--- src/rtl/wb_burst_read_master.sv ---
// Wishbone B3 burst read initiator: fetches a linear block of 32-bit words with
// incrementing bursts and presents them on a show-ahead valid/ready stream.
// A burst is launched only when the output FIFO can absorb all of it, so ACKs
// are never back-pressured.
// Optional feature macro: RDMASTER_PAGE_SPLIT_EN -- keeps every burst inside
// one 1 KiB address page.
module wb_burst_read_master #(
   parameter int unsigned BURST_LEN = 8,
   parameter int unsigned FIFO_AW   = 4
) (
   input  logic        wb_clk,
   input  logic        wb_rst_n,
   input  logic        start_i,
   input  logic [31:0] base_adr_i,
   input  logic [15:0] word_cnt_i,
   output logic        busy_o,
   output logic        done_o,
   output logic        err_o,
   output logic [31:0] wbm_adr_o,
   output logic [2:0]  wbm_cti_o,
   output logic [1:0]  wbm_bte_o,
   output logic        wbm_cyc_o,
   output logic        wbm_stb_o,
   output logic        wbm_we_o,
   output logic [3:0]  wbm_sel_o,
   output logic [31:0] wbm_dat_o,
   input  logic [31:0] wbm_dat_i,
   input  logic        wbm_ack_i,
   input  logic        wbm_err_i,
   input  logic        wbm_rty_i,
   output logic [31:0] dout_o,
   output logic        dout_valid_o,
   input  logic        dout_ready_i
);

   localparam int unsigned FifoDepth = 2 ** FIFO_AW;

   localparam logic [1:0] StIdle  = 2'd0;
   localparam logic [1:0] StWait  = 2'd1;
   localparam logic [1:0] StBurst = 2'd2;
   localparam logic [1:0] StGap   = 2'd3;

   localparam logic [2:0] CtiIncr = 3'b010;
   localparam logic [2:0] CtiEnd  = 3'b111;

   logic [1:0]  state_q, state_d;
   logic [31:0] addr_q, addr_d;
   logic [15:0] remain_q, remain_d;
   logic [15:0] beats_q, beats_d;
   logic [2:0]  cti_q, cti_d;
   logic        cyc_q, cyc_d;
   logic        err_q, err_d;
   logic        done_q, done_d;
   logic        busy_q, busy_d;

   logic [31:0]        fifo_mem [FifoDepth];
   logic [FIFO_AW-1:0] wptr_q, rptr_q;
   logic [FIFO_AW:0]   count_q;
   logic               push, pop;

   logic [15:0] blen;
   logic [15:0] free_cnt;
   logic        fits;

`ifdef RDMASTER_PAGE_SPLIT_EN
   logic [15:0] page_room;
`endif

   // Length of the next burst and whether the FIFO has room for all of it.
   always_comb begin
      blen = (remain_q < 16'(BURST_LEN)) ? remain_q : 16'(BURST_LEN);
`ifdef RDMASTER_PAGE_SPLIT_EN
      // Words left before the next 1 KiB boundary (1..256).
      page_room = 16'((11'd1024 - {1'b0, addr_q[9:0]}) >> 2);
      if (page_room < blen) begin
         blen = page_room;
      end
`endif
      free_cnt = 16'(FifoDepth) - 16'(count_q);
      fits     = (free_cnt >= blen);
   end

   // Transfer sequencing: next-state and control updates.
   always_comb begin
      state_d  = state_q;
      addr_d   = addr_q;
      remain_d = remain_q;
      beats_d  = beats_q;
      cti_d    = cti_q;
      cyc_d    = cyc_q;
      err_d    = err_q;
      done_d   = 1'b0;
      busy_d   = busy_q;
      push     = 1'b0;

      case (state_q)
         StIdle: begin
            // busy_o is still high during the done pulse, so starts then are ignored.
            if (start_i && !done_q) begin
               err_d = 1'b0;
               if (word_cnt_i == 16'd0) begin
                  done_d = 1'b1;
               end else begin
                  addr_d   = base_adr_i & 32'hFFFF_FFFC;
                  remain_d = word_cnt_i;
                  busy_d   = 1'b1;
                  state_d  = StWait;
               end
            end
         end

         StWait: begin
            if (fits) begin
               state_d = StBurst;
               cyc_d   = 1'b1;
               beats_d = blen;
               cti_d   = (blen == 16'd1) ? CtiEnd : CtiIncr;
            end
         end

         StBurst: begin
            if (wbm_err_i) begin
               cyc_d   = 1'b0;
               err_d   = 1'b1;
               done_d  = 1'b1;
               busy_d  = 1'b0;
               state_d = StIdle;
            end else if (wbm_rty_i) begin
               cyc_d   = 1'b0;
               state_d = StGap;
            end else if (wbm_ack_i) begin
               push     = 1'b1;
               addr_d   = addr_q + 32'd4;
               remain_d = remain_q - 16'd1;
               beats_d  = beats_q - 16'd1;
               if (beats_q == 16'd1) begin
                  cyc_d   = 1'b0;
                  state_d = StGap;
               end else if (beats_q == 16'd2) begin
                  cti_d = CtiEnd;
               end
            end
         end

         StGap: begin
            if (remain_q == 16'd0) begin
               done_d  = 1'b1;
               busy_d  = 1'b0;
               state_d = StIdle;
            end else if (fits) begin
               // Room already available: skip WAIT so cyc stays low for one cycle only.
               state_d = StBurst;
               cyc_d   = 1'b1;
               beats_d = blen;
               cti_d   = (blen == 16'd1) ? CtiEnd : CtiIncr;
            end else begin
               state_d = StWait;
            end
         end
      endcase
   end

   // Control state registers; reset drops cyc/stb asynchronously.
   always_ff @(posedge wb_clk or negedge wb_rst_n) begin
      if (!wb_rst_n) begin
         state_q  <= StIdle;
         addr_q   <= 32'd0;
         remain_q <= 16'd0;
         beats_q  <= 16'd0;
         cti_q    <= 3'b000;
         cyc_q    <= 1'b0;
         err_q    <= 1'b0;
         done_q   <= 1'b0;
         busy_q   <= 1'b0;
      end else begin
         state_q  <= state_d;
         addr_q   <= addr_d;
         remain_q <= remain_d;
         beats_q  <= beats_d;
         cti_q    <= cti_d;
         cyc_q    <= cyc_d;
         err_q    <= err_d;
         done_q   <= done_d;
         busy_q   <= busy_d;
      end
   end

   assign pop = (count_q != '0) && dout_ready_i;

   // FIFO pointers and occupancy; reset flushes the FIFO.
   always_ff @(posedge wb_clk or negedge wb_rst_n) begin
      if (!wb_rst_n) begin
         wptr_q  <= '0;
         rptr_q  <= '0;
         count_q <= '0;
      end else begin
         if (push) begin
            wptr_q <= wptr_q + FIFO_AW'(1);
         end
         if (pop) begin
            rptr_q <= rptr_q + FIFO_AW'(1);
         end
         case ({push, pop})
            2'b10:   count_q <= count_q + (FIFO_AW + 1)'(1);
            2'b01:   count_q <= count_q - (FIFO_AW + 1)'(1);
            default: count_q <= count_q;
         endcase
      end
   end

   // FIFO storage; contents need no reset since occupancy gates the output.
   always_ff @(posedge wb_clk) begin
      if (push) begin
         fifo_mem[wptr_q] <= wbm_dat_i;
      end
   end

   assign busy_o       = busy_q | done_q;
   assign done_o       = done_q;
   assign err_o        = err_q;
   assign wbm_adr_o    = addr_q;
   assign wbm_cti_o    = cti_q;
   assign wbm_bte_o    = 2'b00;
   assign wbm_cyc_o    = cyc_q;
   assign wbm_stb_o    = cyc_q;
   assign wbm_we_o     = 1'b0;
   assign wbm_sel_o    = 4'hF;
   assign wbm_dat_o    = 32'd0;
   assign dout_valid_o = (count_q != '0);
   assign dout_o       = dout_valid_o ? fifo_mem[rptr_q] : 32'd0;

endmodule

--- config.mk ---
export PLATFORM = sky130hd
export DESIGN_NAME = wb_burst_read_master
export DESIGN_NICKNAME = d
export VERILOG_FILES = /design/src/rtl/wb_burst_read_master.sv
export SDC_FILE = /design/constraint.sdc
export NUM_CORES = 1
export LEC_CHECK = 0
export BUFFER_PORTS_ARGS = -buffer_cell sky130_fd_sc_hd__buf_4
export CAP_MARGIN = 10
export CORE_ASPECT_RATIO = 0.9
export CORE_MARGIN = 4
export CORE_UTILIZATION = 59
export CTS_BUF_LIST = sky130_fd_sc_hd__clkbuf_2
export CTS_CLUSTER_DIAMETER = 200
export DETAILED_ROUTE_END_ITERATION = 7
export PLACE_DENSITY = 0.79
export SYNTH_ARGS = -nofsm -noshare
export SYNTH_HDL_FRONTEND = slang
export SYNTH_SLANG_ARGS = --single-unit
--- constraint.sdc ---
create_clock -name wb_clk -period 4.75 [get_ports wb_clk]
set_input_delay 0.475 -clock wb_clk [delete_from_list [all_inputs] [get_ports wb_clk]]
set_output_delay 0.475 -clock wb_clk [all_outputs]
set_load 0.01 [all_outputs]
==> results of run 1 <==
-- state kept, by name, summed over array words and instances (netlist names) --
name,cells
remain_q,16
rptr_q,4
beats_q,16
busy_q,1
state_q,2
count_q,5
wptr_q,4
fifo_mem,512
done_o,1
wbm_cti_o,2
err_o,1
wbm_cyc_o,1
wbm_adr_o,30
-- cell families after synthesis --
family                   after synthesis
XOR/XNOR                              13
buffers and inverters                144
AND/OR/NAND/NOR                      294
flip-flops                           595
multiplexers                         164
AO/OA/AOI/OAI                        211
other                                  2
adder cells (fa/ha/maj)               33
-- stage by stage --
step / hold WS [ns] / instances / utilization, % / power, mW / instance area (µm²)
after global placement: 0.384 / 2124 / 64.4 / 11.8 / 27000
after CTS: 0.0141 / 2465 / 69.8 / 15.4 / 29300
after floorplan: 0.179 / 1507 / - / 10.2 / 25400
after detailed placement: 0.388 / 2124 / 64.4 / 11.9 / 27000
after global routing: 0.0364 / 2470 / 69.8 / 16.2 / 29300
final: 0.105 / 2470 / 69.8 / 15.3 / 29300
-- cells in the final DEF (no fill, tap or decap), types with 4 or more instances in the layout --
| cell type | count |
|---|---|
| xnor2_1 | 10 |
| mux4_2 | 160 |
| clkbuf_2 | 208 |
| nor3_1 | 23 |
| clkinv_1 | 24 |
| nand2_1 | 78 |
| nor3_2 | 4 |
| o22ai_1 | 17 |
| a31oi_1 | 17 |
| nor4_1 | 15 |
| buf_12 | 6 |
| and2_1 | 32 |
| and3_1 | 4 |
| edfxtp_1 | 512 |
| nor2_4 | 13 |
| nand3_1 | 20 |
| or2_2 | 4 |
| buf_4 | 183 |
| diode_2 | 5 |
| o31ai_1 | 9 |
| o21ai_0 | 57 |
| nor2b_1 | 5 |
| a2bb2oi_1 | 7 |
| nand2b_1 | 7 |
| ha_1 | 32 |
| o2bb2ai_1 | 4 |
| conb_1 | 53 |
| a21oi_1 | 67 |
| inv_1 | 25 |
| bufinv_16 | 4 |
| dfrtp_1 | 79 |
| nor3b_1 | 4 |
| dlygate4sd3_1 | 94 |
| nor2_1 | 54 |
| or3_1 | 4 |
| nand4_1 | 12 |
| a22oi_1 | 4 |
-- power groups by stage --
stage / Sequential [mW] / Clock [mW] / Combinational (mW)
after floorplan: 6.44 / 0 / 3.74
after global placement: 6.73 / 0 / 5.09
after detailed placement: 6.75 / 0 / 5.19
after CTS: 6.64 / 3.46 / 5.32
after global routing: 6.72 / 3.77 / 5.75
final: 6.65 / 3.39 / 5.29
-- timing repair --
item | 4_1_cts | 5_1_grt
hold buffers | 94 | 0
setup endpoints to repair | 0 | 0
endpoints found under the hold margin | 652 | 0
-- critical path, stage by stage, from the launching register on --
cell and delay, ns:
dfrtp_4 0.82, buf_12 0.46, mux4_2 0.58, mux4_2 0.48
and2_1 0.21, buf_4 0.15
-- how the worst max path moves through the flow --
stage            startpoint             end  cells after the start
6_report          rptr_q[0]      dout_o[22]                      5
5_1_grt           rptr_q[0]      dout_o[11]                      5
4_1_cts           rptr_q[0]      dout_o[22]                      5
3_5_place_dp   remain_q[11]      beats_q[8]                     11
3_3_place_gp   remain_q[11]      beats_q[1]                     11
2_1_floorplan    state_q[0]  fifo_mem[3][0]                      5
-- layer usage --
metal | GRT usage [%] | routed length [µm] | vias up
met3 | 6.26 | 4850 | 111
met1 | 34.5 | 22200 | 7554
li1 | - | - | 6553
met4 | 7.66 | 1160 | 2
met2 | 40.0 | 28300 | 745
met5 | 0 | 13 | -
-- cell type report --
type / instances / area, µm²
repair buffers: 283 / 2430
flip-flops and latches: 595 / 17500
inverters: 25 / 93.8
diodes: 5 / 12.5
well taps: 547 / 684
clock inverters: 39 / 280
multi-input cells: 768 / 7270
clock buffers: 208 / 1040
fillers: 2606 / 12600
==> impl_metrics.tcl, run 1 <==
set metrics [dict create \
    ys_seq_area_share_pct 69.4 \
    gr-total-overflow 0 \
    cts_buffers 143 \
    clk_latency_ns 1.13 \
    r2r-start "remain_q[11]" \
    netSwitchingFraction_pct 33.4 \
    synth.most_common_cell "edfxtp_1" \
    dr.first_iter.drc_count 1608 \
    tns_ns 0 \
    yosys.area.top_type "edfxtp_1" \
    yosys.area_share.xor_xnor_pct 0.453 \
    synth_top_family_by_area "multiplexers" \
    place_congestion 0.868 \
    grt_pass1_vias 15200 \
    drc 0 \
    cp.required_ns 4.28 \
    setup_viol 0 \
    drt-wirelength-per-cell_um 22.8 \
    area_growth_pct 16.4 \
    dp_slack_ns 1.07 \
    reg2reg_depth 11 \
    fp-row-count 71 \
    fmax_mhz 232 \
    cts_sinks 595 \
    grt_usage_pct 24.9 \
    initial_utilization_pct 60.0 \
    yosys.area_share.simple_pct 5.87 \
    hold_viol 0 \
    async_flop_share_pct 13.9 \
    p_int_mw 10.2 \
    fp.dieW_um 226 \
    drive_gt1_share_pct 32.0 \
    synthMuxAreaShare_pct 14.5 \
    p_switching_mw 5.12 \
    dieArea_um2 46000 \
    nets 1936 \
    crit_type "flip-flop to output pin" \
    synth_compound_gate_area_share_pct 5.06 \
    ff2ff_setup_slack_ns 0.99 \
    yosys.area_share.adder_pct 1.67 \
    skew_ns 0.0829 \
    slew_viol_final 0 \
    antenna_found_initial 5 \
    ys_types 65 \
    vias 15000 \
    status "finished, final reports clean" \
    pwr-share-seq_pct 43.4 \
    tightest_slew_ns 1.20 \
    period_needed_ns 4.31 \
    fp.dieH_um 204 \
    io_buffers 155 \
    grt_max_degree 85 \
    arrival_ns 3.84 \
    postCtsSetupRepairBufs 0 \
    p_per_area_nw_per_um2 523 \
    syn_inst 1456 \
    grt_pass1_wl_um 87000 \
    comb_power_share_pct 34.5 \
    vdd_drop_max_uv 373 \
    core_area_um2 41900 \
    start_kind "flip-flop" \
    dp_hpwl_um 31400 \
    htreeDepth 4 \
    syn_avg_cell_area_um2 17.3 \
    p_clk_share_pct 22.1 \
    finalCritPeriodShare_pct 90.8 \
    layout_setup_ws_ns 0.437 \
    cts_resized 0 \
    clk_pin_slew_ns 0.11 \
    clk_path_buf_depth 3 \
    netlist.area_leader.share_pct 61.1 \
    top_level_ports 199 \
    first_pass_iters 5 \
    relSlewSlack_pct 19.9 \
    netlist_area_um2 25200 \
    r2r_end "beats_q[14]" \
    synth_edf_count 512 \
    end_kind "output pin" \
    ys_warn_count 0 \
    via_per_inst 6.06 \
    rsz0062_at_grt "false" \
    cts_root_buf "clkbuf_2" \
    maxCapViolCount 0 \
    wl_um 56400 \
    crit_path_max_fanout 55 \
    synth_common_cells "edfxtp_1 (512), mux4_2 (160), dfrtp_1 (83)" \
    cts_tree "done" \
    synth-seq-cells 595 \
    ant_nets 0 \
    synth-main-ff-cell "edfxtp_1" \
    synth.area.top_cells "edfxtp_1 (61%), mux4_2 (14%), dfrtp_1 (8.3%)" \
    p_leak_nw 10.4 \
    hold_class "input port to async pin" \
]
Note: power is estimated with default switching activity, not from simulation.
==> run 2, diff against run 1 <==
--- a/config.mk
+++ b/config.mk
@@ -9,11 +9,11 @@
 export CAP_MARGIN = 10
 export CORE_ASPECT_RATIO = 0.9
 export CORE_MARGIN = 4
-export CORE_UTILIZATION = 59
+export CORE_UTILIZATION = 40
 export CTS_BUF_LIST = sky130_fd_sc_hd__clkbuf_2
 export CTS_CLUSTER_DIAMETER = 200
 export DETAILED_ROUTE_END_ITERATION = 7
-export PLACE_DENSITY = 0.79
+export HOLD_SLACK_MARGIN = 0.15
 export SYNTH_ARGS = -nofsm -noshare
 export SYNTH_HDL_FRONTEND = slang
 export SYNTH_SLANG_ARGS = --single-unit
==> run 2 against run 1 <==
Net effect:
- worst setup slack got worse by 0.084 ns
- count of clock-buffer cells in the layout decreased by 8
- largest power group unchanged
- highest routed layer unchanged
- cell area increased by 6.0%
- cell count increased by 18%
- combinational power increased by 9.5%
==> impl_metrics.tcl, run 2 (synthesis gave the netlist of run 1 again) <==
set metrics [dict create \
    use_met2_pct 30.4 \
    hold_class "input port to flip-flop" \
    p_leak_nw 10.9 \
    slowest_delay_ns 0.87 \
    arrival_ns 3.92 \
    reg2reg_depth 11 \
    whs_endpoint "wptr_q[0]" \
    period_needed_ns 4.40 \
    grt_usage_pct 18.6 \
    most-common-layout-cells "edfxtp_1 (512), dlygate4sd3_1 (220), clkbuf_2 (200)" \
    worst_path_max_delay_cell "dfrtp_4" \
    seq_area_um2 17500 \
    core_area_um2 61800 \
    holdWs_ns 0.444 \
    antenna_found_initial 5 \
    finalCritPeriodShare_pct 92.6 \
    relSlewSlack_pct 23.2 \
    final_common_cell "edfxtp_1" \
    crit_path_max_fanout 40 \
    top_level_ports 199 \
    slew_viol_final 0 \
    gr-total-overflow 0 \
    grt_pass1_vias 16000 \
    holdPathStages 4 \
    grt_max_degree 85 \
    final_cell_area_um2 31000 \
    crit_type "flip-flop to output pin" \
    fmax_mhz 227 \
    setup_viol 0 \
    drive_gt1_share_pct 30.1 \
    fp-row-count 86 \
    clk_path_buf_depth 3 \
    first_pass_iters 6 \
    place_congestion 0.789 \
    fp.dieH_um 246 \
    area_growth_pct 23.3 \
    dieArea_um2 67000 \
    nets 2081 \
    p_per_area_nw_per_um2 511 \
    io_buffers 155 \
    tightest_slew_ns 1.14 \
    via_per_inst 5.30 \
    vdd_drop_max_uv 315 \
    largest_register_ffs 512 \
    clk_latency_ns 1.24 \
    cts_buffers 151 \
    crit_chain "buf_4 -> mux4_2 -> mux4_2 -> and2_1 -> buf_4" \
    maxCapViolCount 0 \
    p_total_mw 15.9 \
    drc 0 \
    r2r_end "beats_q[1]" \
    htreeDepth 4 \
    grtUsageMet1_pct 24.5 \
    stdcell_count 2911 \
    dp_cells 2422 \
    placed_cell_area_um2 27400 \
    vias 15400 \
    wl_um 61900 \
    cts_root_buf "clkbuf_2" \
    worstHoldStart "wbm_ack_i" \
    skew_ns 0.0728 \
    cp.required_ns 4.28 \
    clk_pin_slew_ns 0.10 \
    rsz0062_at_grt "false" \
    initial_utilization_pct 40.7 \
    multiInputGateArea_um2 7270 \
    status "finished, final reports clean" \
    hold_viol 0 \
    r2r-start "remain_q[11]" \
    nFillCells 5245 \
    tns_ns 0 \
    use_met3_pct 3.97 \
    dp_hpwl_um 34300 \
    dr.first_iter.drc_count 1168 \
    cts_tree "done" \
    grt_pass1_wl_um 94700 \
    end_kind "output pin" \
    cts_resized 0 \
    ff2ff_setup_slack_ns 1.05 \
    top_register "fifo_mem" \
    start_kind "flip-flop" \
    top_usage_layer "met2" \
    cts_sinks 595 \
    ant_nets 0 \
    drt-wirelength-per-cell_um 21.3 \
    fp.dieW_um 272 \
]
-- run 2: layout make-up --
| type | count | share of cell area, % |
|---|---|---|
| multi-input combinational | 768 | 23.4 |
| clock inverter | 58 | 1.10 |
| clock buffer | 200 | 3.23 |
| antenna | 9 | 0.0726 |
| sequential | 595 | 56.3 |
| tap | 836 | 3.37 |
| inverter | 25 | 0.302 |
| timing repair buffer | 420 | 12.2 |
-- run 2: timing repair --
action | in CTS | in global routing
endpoints found under the hold margin | 665 | 0
setup endpoints to repair | 6 | 0
setup buffers | 1 | 0
hold buffers | 221 | 0
-- run 2: layer usage --
metal / vias up / wire [µm]
met3: 135 / 3520
met4: 2 / 1560
li1: 6843 / -
met2: 548 / 31100
met5: - / 7
met1: 7904 / 25800
-- run 2: how the worst max path moves through the flow --
stage / start / endpoint / slack (ns) / cells past startpoint
6_report: rptr_q[1] / dout_o[16] / 0.35 / 5
3_5_place_dp: remain_q[11] / beats_q[1] / 1.12 / 11
4_1_cts: rptr_q[1] / dout_o[15] / 0.16 / 5
2_1_floorplan: state_q[0] / fifo_mem[3][0] / 0.72 / 5
5_1_grt: count_q[0] / dout_o[2] / 0.12 / 8
3_3_place_gp: remain_q[11] / beats_q[1] / 1.09 / 11
-- run 2: power by group --
part           internal [mW]  switching, mW
Combinational           3.15           2.64
Clock                   1.37           2.05
Sequential              5.99          0.670
-- run 2: worst max-delay path: cells and delay by family (launching register included) --
family,cells,cell delay [ns]
mux,2,0.88
flops,1,0.87
buf+inv,2,0.68
simple gates,1,0.19
-- run 2: through the flow --
stage | util, % | worst slack (ns)
floorplan | - | 0.721
global placement | 44.4 | 1.09
detailed placement | 44.4 | 1.12
CTS | 50.2 | 0.160
global route | 50.2 | 0.124
finish | 50.2 | 0.353
==> run 3, diff against run 2 <==
--- a/config.mk
+++ b/config.mk
@@ -7,7 +7,7 @@
 export LEC_CHECK = 0
 export BUFFER_PORTS_ARGS = -buffer_cell sky130_fd_sc_hd__buf_4
 export CAP_MARGIN = 10
-export CORE_ASPECT_RATIO = 0.9
+export CORE_ASPECT_RATIO = 1.75
 export CORE_MARGIN = 4
 export CORE_UTILIZATION = 40
 export CTS_BUF_LIST = sky130_fd_sc_hd__clkbuf_2
==> run 3 against run 2 <==
Net effect:
- worst setup slack improved by 0.17 ns
- routed wire length rose by 1.3%
- combinational power fell by 3.6%
- critical path type unchanged
==> impl_metrics.tcl, run 3 (synthesis gave the netlist of run 1 again) <==
set metrics [dict create \
    status "finished, final reports clean" \
    htreeDepth 4 \
    dp_hpwl_um 35500 \
    p_clk_share_pct 20.9 \
    slew_viol_final 0 \
    stdcell_count 2822 \
    nets 2042 \
    comb_power_share_pct 35.9 \
    finalCritPeriodShare_pct 88.9 \
    fmax_mhz 237 \
    antenna_found_initial 6 \
    postCtsSetupRepairBufs 0 \
    gr-total-overflow 0 \
    fp.dieH_um 340 \
    drive_gt1_share_pct 30.2 \
    top_level_ports 199 \
    layout_setup_ws_ns 0.527 \
    dieArea_um2 67100 \
    vias 15200 \
    place_congestion 0.841 \
    grt_max_degree 85 \
    final_common_cell "edfxtp_1" \
    p_int_mw 10.3 \
    cp.required_ns 4.28 \
    skew_ns 0.0806 \
    clk_latency_ns 1.12 \
    cts_resized 0 \
    holdPathStages 2 \
    whs_endpoint "fifo_mem[5][0]" \
    tns_ns 0 \
    cts_buffers 137 \
    drt-wirelength-per-cell_um 22.2 \
    hold_viol 0 \
    p_leak_nw 10.8 \
    cts_root_buf "clkbuf_2" \
    wl_um 62800 \
    grt_usage_pct 18.7 \
    ff2ff_setup_slack_ns 1.05 \
    end_kind "output pin" \
    tightest_slew_ns 1.00 \
    initial_utilization_pct 40.4 \
    relSlewSlack_pct 33.1 \
    most-common-layout-cells "edfxtp_1 (512), dlygate4sd3_1 (199), clkbuf_2 (197)" \
    maxCapViolCount 0 \
    first_pass_iters 5 \
    r2r-start "remain_q[9]" \
    worstHoldStart "wbm_dat_i[0]" \
    rsz0062_at_grt "false" \
    dp_slack_ns 1.07 \
    clk_pin_slew_ns 0.11 \
    fp.dieW_um 198 \
    drc 0 \
    core_area_um2 62200 \
    clk_path_buf_depth 3 \
    vdd_drop_max_uv 263 \
    pwr-share-seq_pct 43.2 \
    setup_viol 0 \
    start_kind "flip-flop" \
    hold_class "input port to flip-flop" \
    r2r_end "beats_q[1]" \
    grt_pass1_wl_um 95800 \
    reg2reg_depth 11 \
    fin_util_pct 49.2 \
    p_per_area_nw_per_um2 507 \
    period_needed_ns 4.22 \
    dp_cells 2382 \
    io_buffers 155 \
    top_register "fifo_mem" \
    arrival_ns 3.75 \
    fp-row-count 121 \
    cts_tree "done" \
    cts_sinks 595 \
    grt_pass1_vias 16300 \
    largest_register_ffs 512 \
    via_per_inst 5.40 \
    p_switching_mw 5.23 \
    crit_type "flip-flop to output pin" \
    ant_nets 0 \
    crit_path_max_fanout 25 \
    dr.first_iter.drc_count 1009 \
    p_total_mw 15.5 \
    netSwitchingFraction_pct 33.7 \
    area_growth_pct 21.6 \
]
## run 3: routing by layer
metal | GRT usage [%] | share of wire, %
met4 | 7.02 | 2.6
met1 | 22.5 | 38
met3 | 3.47 | 5.5
met2 | 33.4 | 54
met5 | 0 | 0
## run 3: how the worst max path moves through the flow
stage / start / to / slack [ns] / cells past startpoint
floorplan: state_q[0] / fifo_mem[3][0] / 0.72 / 5
detailed placement: remain_q[11] / beats_q[1] / 1.07 / 11
finish: rptr_q[0] / dout_o[21] / 0.53 / 5
CTS: rptr_q[0] / dout_o[21] / 0.28 / 5
global placement: remain_q[11] / beats_q[1] / 1.09 / 11
global route: rptr_q[0] / dout_o[21] / 0.17 / 5
## run 3: metrics by stage
step | area (µm²) | hold slack, ns
6_report | 30600 | 0.307
5_1_grt | 30600 | 0.222
4_1_cts | 30600 | 0.156
3_5_place_dp | 27300 | 0.484
3_3_place_gp | 27300 | 0.475
2_1_floorplan | 25400 | 0.179
## run 3: power by group through the flow
| stage | Clock, mW | Combinational (mW) | Sequential (mW) |
|---|---|---|---|
| 3_3_place_gp | 0 | 5.23 | 6.81 |
| 4_1_cts | 3.38 | 5.67 | 6.71 |
| 6_report | 3.24 | 5.58 | 6.70 |
| 3_5_place_dp | 0 | 5.29 | 6.83 |
| 5_1_grt | 3.65 | 6.11 | 6.78 |
| 2_1_floorplan | 0 | 3.74 | 6.44 |
## run 3: worst max-delay path, cell delays in order, from the launching register on
cell,delay [ns]
dfrtp_4,0.81
buf_4,0.45
mux4_2,0.56
mux4_2,0.51
and2_1,0.19
buf_4,0.14
## run 3: layout make-up
type | count | area, µm²
timing repair buffer | 395 | 3510
clock inverter | 39 | 255
inverter | 25 | 93.8
multi-input combinational | 768 | 7270
antenna | 4 | 10.0
tap | 799 | 1000
clock buffer | 197 | 986
fill | 5269 | 31600
sequential | 595 | 17500
## run 3: timing repair
| item | 4_1_cts | 5_1_grt |
|---|---|---|
| hold buffers | 200 | 0 |
| setup endpoints to repair | 0 | 0 |
| hold endpoints to repair | 655 | 0 |
